`config.mk`:
```
export PLATFORM = sky130hd
export DESIGN_NAME = wb_burst_arbiter_flat
export DESIGN_NICKNAME = d
export VERILOG_FILES = /design/src/rtl/wb_burst_arbiter_if.sv /design/src/rtl/wb_burst_arbiter.sv /design/src/flat_wrapper.sv
export SDC_FILE = /design/constraint.sdc
export NUM_CORES = 1
export LEC_CHECK = 0
export CORE_AREA = 4 4 218 220
export DETAILED_ROUTE_END_ITERATION = 10
export DIE_AREA = 0 0 222 224
export GPL_TIMING_DRIVEN = 0
export SETUP_SLACK_MARGIN = 0.3
export SYNTH_ARGS = -nofsm -noshare
export SYNTH_HDL_FRONTEND = slang
export SYNTH_SLANG_ARGS = --single-unit
```
`constraint.sdc`:
```
create_clock -name wb_clk_i -period 3.46 [get_ports wb_clk_i]
set_clock_uncertainty 0.1 [all_clocks]
set_input_delay 0.692 -clock wb_clk_i [delete_from_list [all_inputs] [get_ports wb_clk_i]]
set_output_delay 0.692 -clock wb_clk_i [all_outputs]
set_load 0.005 [all_outputs]
```
`src/rtl/wb_burst_arbiter_if.sv`:
```
// ----------------------------------------------------------------------------
// wb_burst_arbiter_if : shared bus bundle between NM Wishbone masters and one slave
// Revision: 1.0
// ----------------------------------------------------------------------------
`default_nettype none

interface wb_burst_arbiter_if #(
   parameter int aw = 32,
   parameter int dw = 32,
   parameter int NM = 4
);
   logic [NM*aw-1:0] m_adr_i;
   logic [NM*dw-1:0] m_dat_i;
   logic [NM*4-1:0]  m_sel_i;
   logic [NM-1:0]    m_we_i;
   logic [NM-1:0]    m_cyc_i;
   logic [NM-1:0]    m_stb_i;
   logic [NM*3-1:0]  m_cti_i;
   logic [NM*2-1:0]  m_bte_i;
   logic [NM*dw-1:0] m_dat_o;
   logic [NM-1:0]    m_ack_o;
   logic [NM-1:0]    m_err_o;
   logic [NM-1:0]    m_rty_o;

   logic [aw-1:0]    s_adr_o;
   logic [dw-1:0]    s_dat_o;
   logic [3:0]       s_sel_o;
   logic             s_we_o;
   logic             s_cyc_o;
   logic             s_stb_o;
   logic [2:0]       s_cti_o;
   logic [1:0]       s_bte_o;
   logic [dw-1:0]    s_dat_i;
   logic             s_ack_i;
   logic             s_err_i;
   logic             s_rty_i;

   // The arbiter itself: receives master requests and slave responses.
   modport slave (
      input  m_adr_i, m_dat_i, m_sel_i, m_we_i, m_cyc_i, m_stb_i, m_cti_i, m_bte_i,
      input  s_dat_i, s_ack_i, s_err_i, s_rty_i,
      output m_dat_o, m_ack_o, m_err_o, m_rty_o,
      output s_adr_o, s_dat_o, s_sel_o, s_we_o, s_cyc_o, s_stb_o, s_cti_o, s_bte_o
   );

   // The surrounding system: masters and the shared slave.
   modport master (
      output m_adr_i, m_dat_i, m_sel_i, m_we_i, m_cyc_i, m_stb_i, m_cti_i, m_bte_i,
      output s_dat_i, s_ack_i, s_err_i, s_rty_i,
      input  m_dat_o, m_ack_o, m_err_o, m_rty_o,
      input  s_adr_o, s_dat_o, s_sel_o, s_we_o, s_cyc_o, s_stb_o, s_cti_o, s_bte_o
   );
endinterface

`default_nettype wire

```
`src/rtl/wb_burst_arbiter.sv`:
```
// ----------------------------------------------------------------------------
// wb_burst_arbiter : round-robin Wishbone arbiter, grant held per cycle, watchdog
// Revision: 1.0
// ----------------------------------------------------------------------------
`default_nettype none

module wb_burst_arbiter #(
   parameter int aw      = 32,
   parameter int dw      = 32,
   parameter int NM      = 4,
   parameter int TIMEOUT = 256
) (
   input  logic                 wb_clk_i,
   input  logic                 wb_rst_i,
   wb_burst_arbiter_if.slave    bus,
   output logic [NM-1:0]        grant_o
);
   localparam int IW = (NM > 1) ? $clog2(NM) : 1;
   localparam int WW = (TIMEOUT > 0) ? $clog2(TIMEOUT + 1) : 1;

   typedef enum logic [0:0] {IDLE = 1'b0, OWNED = 1'b1} state_t;

   state_t          state_q, state_d;
   logic [NM-1:0]   grant_q, grant_d;
   logic [IW-1:0]   idx_q, idx_d;
   logic [IW-1:0]   ptr_q, ptr_d;
   logic [WW-1:0]   wd_q, wd_d;

   logic            owned, own_cyc, own_stb, wd_fire, s_term, found;
   logic [IW-1:0]   pick;
   int              j;

   assign owned   = (state_q == OWNED);
   assign own_cyc = bus.m_cyc_i[idx_q];
   assign own_stb = bus.m_stb_i[idx_q];
   assign s_term  = bus.s_ack_i | bus.s_err_i | bus.s_rty_i;
   assign wd_fire = (TIMEOUT != 0) && owned && (wd_q == WW'(TIMEOUT));
   assign grant_o = grant_q;

   // Rotating priority search starting at ptr.
   always_comb begin
      found = 1'b0;
      pick  = ptr_q;
      j     = 0;
      for (int i = 0; i < NM; i++) begin
         j = int'(ptr_q) + i;
         if (j >= NM) j = j - NM;
         if (!found && bus.m_cyc_i[j]) begin
            found = 1'b1;
            pick  = IW'(j);
         end
      end
   end

   always_comb begin
      bus.s_adr_o = '0;
      bus.s_dat_o = '0;
      bus.s_sel_o = '0;
      bus.s_we_o  = 1'b0;
      bus.s_cyc_o = 1'b0;
      bus.s_stb_o = 1'b0;
      bus.s_cti_o = '0;
      bus.s_bte_o = '0;
      if (owned) begin
         bus.s_adr_o = bus.m_adr_i[int'(idx_q)*aw +: aw];
         bus.s_dat_o = bus.m_dat_i[int'(idx_q)*dw +: dw];
         bus.s_sel_o = bus.m_sel_i[int'(idx_q)*4 +: 4];
         bus.s_we_o  = bus.m_we_i[idx_q];
         bus.s_cyc_o = own_cyc;
         bus.s_stb_o = own_stb & ~wd_fire;
         bus.s_cti_o = bus.m_cti_i[int'(idx_q)*3 +: 3];
         bus.s_bte_o = bus.m_bte_i[int'(idx_q)*2 +: 2];
      end
   end

   // grant_q is all-zero outside OWNED, so it doubles as the termination mask.
   assign bus.m_dat_o = {NM{bus.s_dat_i}};
   assign bus.m_ack_o = grant_q & {NM{bus.s_ack_i}};
   assign bus.m_err_o = grant_q & {NM{bus.s_err_i | wd_fire}};
   assign bus.m_rty_o = grant_q & {NM{bus.s_rty_i}};

   always_comb begin
      state_d = state_q;
      grant_d = grant_q;
      idx_d   = idx_q;
      ptr_d   = ptr_q;
      wd_d    = wd_q;
      case (state_q)
         IDLE: begin
            if (found) begin
               state_d = OWNED;
               grant_d = NM'(1) << pick;
               idx_d   = pick;
            end
         end
         OWNED: begin
            if (!own_cyc) begin
               state_d = IDLE;
               grant_d = '0;
               ptr_d   = (int'(idx_q) == NM - 1) ? '0 : idx_q + 1'b1;
            end
         end
         default: state_d = IDLE;
      endcase
      if ((state_d != state_q) || s_term || wd_fire || (TIMEOUT == 0))
         wd_d = '0;
      else if (owned && bus.s_stb_o)
         wd_d = wd_q + 1'b1;
   end

   always_ff @(posedge wb_clk_i or negedge wb_rst_i) begin
      if (!wb_rst_i) begin
         state_q <= IDLE;
         grant_q <= '0;
         idx_q   <= '0;
         ptr_q   <= '0;
         wd_q    <= '0;
      end else begin
         state_q <= state_d;
         grant_q <= grant_d;
         idx_q   <= idx_d;
         ptr_q   <= ptr_d;
         wd_q    <= wd_d;
      end
   end

endmodule

`default_nettype wire

```
`src/flat_wrapper.sv`:
```
// flat-port wrapper written by rule: the top's interface ports become plain ports
module wb_burst_arbiter_flat 
#(
   parameter int aw      = 32,
   parameter int dw      = 32,
   parameter int NM      = 4,
   parameter int TIMEOUT = 256
)
  (wb_clk_i, wb_rst_i, grant_o, bus_m_adr_i, bus_m_dat_i, bus_m_sel_i, bus_m_we_i, bus_m_cyc_i, bus_m_stb_i, bus_m_cti_i, bus_m_bte_i, bus_s_dat_i, bus_s_ack_i, bus_s_err_i, bus_s_rty_i, bus_m_dat_o, bus_m_ack_o, bus_m_err_o, bus_m_rty_o, bus_s_adr_o, bus_s_dat_o, bus_s_sel_o, bus_s_we_o, bus_s_cyc_o, bus_s_stb_o, bus_s_cti_o, bus_s_bte_o);
  wb_burst_arbiter_if #(.aw(aw), .dw(dw), .NM(NM)) bus_i ();
  input  logic wb_clk_i;
  input  logic wb_rst_i;
  output logic [NM-1:0] grant_o;
  input wire logic [$bits(bus_i.m_adr_i)-1:0] bus_m_adr_i;
  input wire logic [$bits(bus_i.m_dat_i)-1:0] bus_m_dat_i;
  input wire logic [$bits(bus_i.m_sel_i)-1:0] bus_m_sel_i;
  input wire logic [$bits(bus_i.m_we_i)-1:0] bus_m_we_i;
  input wire logic [$bits(bus_i.m_cyc_i)-1:0] bus_m_cyc_i;
  input wire logic [$bits(bus_i.m_stb_i)-1:0] bus_m_stb_i;
  input wire logic [$bits(bus_i.m_cti_i)-1:0] bus_m_cti_i;
  input wire logic [$bits(bus_i.m_bte_i)-1:0] bus_m_bte_i;
  input wire logic [$bits(bus_i.s_dat_i)-1:0] bus_s_dat_i;
  input wire logic [$bits(bus_i.s_ack_i)-1:0] bus_s_ack_i;
  input wire logic [$bits(bus_i.s_err_i)-1:0] bus_s_err_i;
  input wire logic [$bits(bus_i.s_rty_i)-1:0] bus_s_rty_i;
  output wire logic [$bits(bus_i.m_dat_o)-1:0] bus_m_dat_o;
  output wire logic [$bits(bus_i.m_ack_o)-1:0] bus_m_ack_o;
  output wire logic [$bits(bus_i.m_err_o)-1:0] bus_m_err_o;
  output wire logic [$bits(bus_i.m_rty_o)-1:0] bus_m_rty_o;
  output wire logic [$bits(bus_i.s_adr_o)-1:0] bus_s_adr_o;
  output wire logic [$bits(bus_i.s_dat_o)-1:0] bus_s_dat_o;
  output wire logic [$bits(bus_i.s_sel_o)-1:0] bus_s_sel_o;
  output wire logic [$bits(bus_i.s_we_o)-1:0] bus_s_we_o;
  output wire logic [$bits(bus_i.s_cyc_o)-1:0] bus_s_cyc_o;
  output wire logic [$bits(bus_i.s_stb_o)-1:0] bus_s_stb_o;
  output wire logic [$bits(bus_i.s_cti_o)-1:0] bus_s_cti_o;
  output wire logic [$bits(bus_i.s_bte_o)-1:0] bus_s_bte_o;
  assign bus_i.m_adr_i = bus_m_adr_i;
  assign bus_i.m_dat_i = bus_m_dat_i;
  assign bus_i.m_sel_i = bus_m_sel_i;
  assign bus_i.m_we_i = bus_m_we_i;
  assign bus_i.m_cyc_i = bus_m_cyc_i;
  assign bus_i.m_stb_i = bus_m_stb_i;
  assign bus_i.m_cti_i = bus_m_cti_i;
  assign bus_i.m_bte_i = bus_m_bte_i;
  assign bus_i.s_dat_i = bus_s_dat_i;
  assign bus_i.s_ack_i = bus_s_ack_i;
  assign bus_i.s_err_i = bus_s_err_i;
  assign bus_i.s_rty_i = bus_s_rty_i;
  assign bus_m_dat_o = bus_i.m_dat_o;
  assign bus_m_ack_o = bus_i.m_ack_o;
  assign bus_m_err_o = bus_i.m_err_o;
  assign bus_m_rty_o = bus_i.m_rty_o;
  assign bus_s_adr_o = bus_i.s_adr_o;
  assign bus_s_dat_o = bus_i.s_dat_o;
  assign bus_s_sel_o = bus_i.s_sel_o;
  assign bus_s_we_o = bus_i.s_we_o;
  assign bus_s_cyc_o = bus_i.s_cyc_o;
  assign bus_s_stb_o = bus_i.s_stb_o;
  assign bus_s_cti_o = bus_i.s_cti_o;
  assign bus_s_bte_o = bus_i.s_bte_o;
  wb_burst_arbiter #(.aw(aw), .dw(dw), .NM(NM), .TIMEOUT(TIMEOUT)) u_core (.wb_clk_i(wb_clk_i), .wb_rst_i(wb_rst_i), .bus(bus_i), .grant_o(grant_o));
endmodule
```
==> After elaboration in Yosys (flattened, before gate mapping) <==
Cells that the tools add are included.
Widths: inputs -> output; s select.
{ "totals": {"ff_bits": 18} }
{ "classes": {"order_cmp": 9, "bitwise_logic": 10, "add_sub_neg": 9, "n_mux": 47, "mul": 1, "shift": 6, "n_reduce_logical": 14, "n_eq_ne": 5} }
{ "op_table": {"columns": ["operator", "n"], "rows": [
  ["$shiftx 128x8->32", 2],
  ["$mux 32", 6],
  ["$lt 32x4->1 const B", 4],
  ["$ge 32x4->1 const B", 3],
  ["$sub 32x4->32 const B", 3],
  ["$shiftx 12x32->3", 1],
  ["$mux 1", 20],
  ["$mux 9", 2],
  ["$shiftx 16x5->4", 1],
  ["$bmux 1 s2", 7],
  ["$and 4x4->4", 3],
  ["$mux 2", 6],
  ["$mux 4", 3],
  ["$add 9x1->9 const B", 1],
  ["$eq 9x9->1 const B", 1],
  ["$pmux 4 s2", 1],
  ["$shiftx 8x4->2", 1],
  ["$add 2x2->3 const B", 2],
  ["$reduce_and 2->1", 3],
  ["$logic_and 1x1->1", 5],
  ["$mul 2x2->4 const B", 1],
  ["$shl 1x2->4 const A", 1],
  ["$sub 2x3->4 const B", 1],
  ["$add 2x1->3 const B", 1],
  ["15 further kinds", 22]
]} }

==> Depth between registers and ports, before layout <==
{ "logic_depth": {"ltp_word": 21, "depth_mapped": 6, "depth_no_buf": 5} }

==> Worst setup path after synthesis <==
OpenSTA, ideal clock, no wires.
{ "synth_path": {"path_type": "register to output", "startpoint": "reg u_core.idx_q[0]", "endpoint": "out bus_s_adr_o[30]", "path_slack_ns": 1.106, "stages_incl_launch_ff": 6, "required_ns": 2.668, "path_buffers": 3, "arrival_time_ns": 1.562, "cell_sequence": "dfrtp_1 buf_2 buf_4 buf_4 mux4_2 and2_1"} }
{ "synth_via": {"elab_chain_len": 2} }
{ "synth_lines": {"columns": ["item", "line", "source"], "rows": [
  ["start, declared", "wb_burst_arbiter.sv:25", "logic [IW-1:0] idx_q, idx_d;"],
  ["start signal, assigned", "wb_burst_arbiter.sv:121", "idx_q <= idx_d;"],
  ["$shiftx 128x8->32", "wb_burst_arbiter.sv:65", "bus.s_adr_o = bus.m_adr_i[int'(idx_q)*aw +: aw];"],
  ["$mux 32", "wb_burst_arbiter.sv:64", "if (owned) begin"],
  ["end, declared", "flat_wrapper.sv:30", "output wire logic [$bits(bus_i.s_adr_o)-1:0] bus_s_adr_o;"]
]} }
No other way between the ends.

==> Worst setup path after layout <==
{ "layout_path": {"startpoint": "in bus_m_we_i[1]", "endpoint": "out bus_s_we_o"} }
{ "layout_via": {"elab_chain_len": 3} }
{ "layout_lines": {"columns": ["item", "line", "source"], "rows": [
  ["start, declared", "flat_wrapper.sv:17", "input wire logic [$bits(bus_i.m_we_i)-1:0] bus_m_we_i;"],
  ["$bmux 1 s2", "wb_burst_arbiter.sv:68", "bus.s_we_o = bus.m_we_i[idx_q];"],
  ["$mux 1 (not written as such)", "wb_burst_arbiter.sv:68", null],
  ["$mux 1", "wb_burst_arbiter.sv:64", null],
  ["end, declared", "flat_wrapper.sv:33", "output wire logic [$bits(bus_i.s_we_o)-1:0] bus_s_we_o;"]
]} }
No other way between the ends. The select of a mux whose other input is x is not followed.

==> flow_summary.json <==
{
  "n_fill_cell": 4878,
  "multi_input_area_mm2": 0.00282,
  "drive_gt1_share_pct": 25.5,
  "syn_to_final_growth_pct": 146,
  "slew_viol_final": 0,
  "die_h_um": 224,
  "cp.arrival_ns": 2.37,
  "cts_buffer_depth": 2,
  "io_pins": 561,
  "r2r_cells": 6,
  "first_pass_iters": 4,
  "power_leakage_nw": 4.08,
  "cts_tree": "done",
  "setup_viol": 0,
  "critPathRequiredTime_ns": 2.67,
  "avgViaCountPerCell": 3.51,
  "hp-class": "flip-flop to flip-flop",
  "place_congestion": 0.895,
  "synth-simple-area-share_pct": 18.4,
  "post-place-cells": 1553,
  "ys_seq_elements": 18,
  "worst-path-buf-inv": 2,
  "antenna_found_initial": 0,
  "cpPeakStageDelay_ns": 0.54,
  "hold_viol": 0,
  "clock_latency_ns": 0.25,
  "layout.nets": 1311,
  "ir_drop_mv": 0.214,
  "crit_family": "buffers and inverters",
  "crit_path_cell_trace": "clkdlybuf4s50_1, mux4_2, and2_1, clkdlybuf4s50_1",
  "post-route-period-util_pct": 91.5,
  "placementRows": 78,
  "whs_ns": 0.473,
  "die-area_mm2": 0.0497,
  "synth_cell_types": 39,
  "synth-xor-area-share_pct": 0,
  "hold_depth": 2,
  "instances_no_fill": 1565,
  "tns_ns": 0,
  "max_cap_viol_count": 0,
  "cts_sinks": 18,
  "fin_util_pct": 23.7,
  "cpMostUsedCell": "clkdlybuf4s50_1",
  "wl_per_cell_um": 18.1,
  "worst_slew_pin_slew_ns": 0.898,
  "startpoint_type": "input port",
  "status": "finished, final reports clean",
  "grt_usage_pct": 10.3,
  "synth_fa_ha_area_share_pct": 0.862,
  "layout_setup_ws_ns": 0.293,
  "cp_num_cells": 4,
  "synth_nets": 769,
  "synth_top_family_by_area": "multiplexers",
  "slew_headroom_pct": 39.9,
  "grt_pass1_wl_um": 39600,
  "worst_setup_path_end_kind": "primary output",
  "dp_hpwl_um": 25000,
  "portBuffers": 528,
  "grt_pass1_vias": 5909,
  "core_mm2": 0.0453,
  "cts_root_buffer": "clkbuf_16",
  "synth_top_cell_by_area": "mux4_2",
  "diodes": 0,
  "wl_um": 28300,
  "fp.dieW_um": 222,
  "synth-compound-area-share_pct": 4.89,
  "critical_path_class": "input port to primary output",
  "synth.area.mux_share_pct": 40.0,
  "synthDominantCellAreaShare_pct": 38.8,
  "power.density_mw_per_mm2": 474,
  "rsz0062_at_grt": "yes",
  "syn_area_per_cell_um2": 10.2,
  "numCtsBuffers": 3,
  "initial_utilization_pct": 9.62,
  "postRouteAntennaNets": 0,
  "netlist_area_mm2": 0.00435,
  "dr_total_vias": 5498,
  "max_freq_mhz": 316,
  "ys_seq_area_share_pct": 10.3,
  "synth_cells": 425,
  "critPathMaxFanout": 1,
  "seqCellArea_um2": 450,
  "cp_slowest_cell": "mux4_2",
  "grt_max_degree": 19,
  "dr.first_iter.drc_count": 216,
  "drcViolationCount": 0,
  "synthTopCellsByArea": "mux4_2 39%, buf_4 23%, and2_1 12%",
  "yosysWarningCount": 0,
  "min_period_ns": 3.17,
  "place_ws_ns": -0.185,
  "grt_remaining_overflow": 0,
  "htree_levels": 1,
  "clkTransAtPathRegs_ns": 0.05
}
## worst paths after layout
check	start	end	slack (ns)
worst max-delay path	bus_m_we_i[1]	bus_s_we_o	0.29
worst min-delay path	u_core.grant_o[0]	u_core.grant_o[0]	0.47
worst max register to register	u_core.idx_q[0]	u_core.wd_q[1]	1.45
worst min register to register	u_core.grant_o[0]	u_core.grant_o[0]	0.47
max in group asynchronous	wb_rst_i	u_core.idx_q[1]	1.85
min in group asynchronous	wb_rst_i	u_core.wd_q[1]	0.85
## sequential cells by signal (all words and copies together) (netlist names)
register,cells
u_core.wd_q,9
u_core.grant_o,4
u_core.idx_q,2
u_core.ptr_q,2
u_core.owned,1
## kinds of logic (layout without fill, tap and decap cells)
family,Yosys count,after routing
mux,80,80
simple gates,131,131
fa+ha+maj,3,3
compound gates,34,34
flops,18,18
buf+inv,159,699
## Yosys cell counts, drive strengths merged
cell    instances
or3             4
nor2            4
nor3            1
a22o            1
o22ai           1
mux4           75
a21oi          10
nand4           3
buf           141
nand2b          2
mux2i           2
a211oi          1
o21ai          10
or4b            1
and4            1
or4             4
nand3           6
mux2            3
dfrtp          18
inv             3
or2             2
clkbuf         15
nor4b           2
nor2b           8
o31ai           6
o21a            1
nand2           8
o22a            1
and2           84
o21ba           1
a32o            1
ha              3
nor4            1
a41oi           1
## cells in the final DEF, fill, tap and decap left out, types with 5 or more instances in the layout
cell and n:
mux4_2 75, o21ai_1 7, nor2b_1 8, dfrtp_1 18, clkdlybuf4s50_1 518, buf_4 141, clkbuf_2 5, dlymetal6s2s_1 9
nand3_1 5, nand2_1 8, a21oi_1 10, o31ai_1 6, and2_1 84
## final cells by class
| class | instances | area share (%) |
|---|---|---|
| timing repair buffer | 537 | 50.3 |
| multi-input combinational | 248 | 26.3 |
| buffer | 156 | 11.4 |
| tap | 600 | 7.01 |
| sequential | 18 | 4.20 |
| clock buffer | 3 | 0.701 |
| inverter | 3 | 0.105 |
## per-layer routing
| metal | vias to the layer above | wire, um | track usage (%) |
|---|---|---|---|
| li1 | 2522 | - | - |
| met1 | 2676 | 11700 | 13.1 |
| met2 | 280 | 14500 | 18.6 |
| met3 | 20 | 1600 | 1.93 |
| met4 | 0 | 453 | 1.50 |
| met5 | - | 0 | 0 |
## worst min-delay path, delay by kind of cell (launching register included)
family             cells  cell delay, ns
DFF                    1            0.40
and+or+nand+nor        1            0.07
AOI/OAI and AO/OA      1            0.06
## what timing repair did
action / CTS / global route
setup buffers: 2 / 6
setup endpoints to repair: 80 / 35
pin swaps: 0 / 1
gates cloned: 0 / 1
endpoints found under the hold margin: 0 / 0
hold buffers: 0 / 0
gates resized for setup: 42 / 16
## stage by stage
step	cell area, um2	power [mW]
after floorplan	4350	2.37
after global placement	10400	4.67
after detailed placement	10400	4.69
after CTS	10600	5.10
after global routing	10700	5.43
final	10700	5.08
## report_power, final
group / internal [mW] / switching, mW / total [mW]
logic: 2.82 / 1.70 / 4.53
clock network: 0.152 / 0.0774 / 0.229
registers: 0.262 / 0.0596 / 0.322
Note: power is estimated with default switching activity, not from simulation.
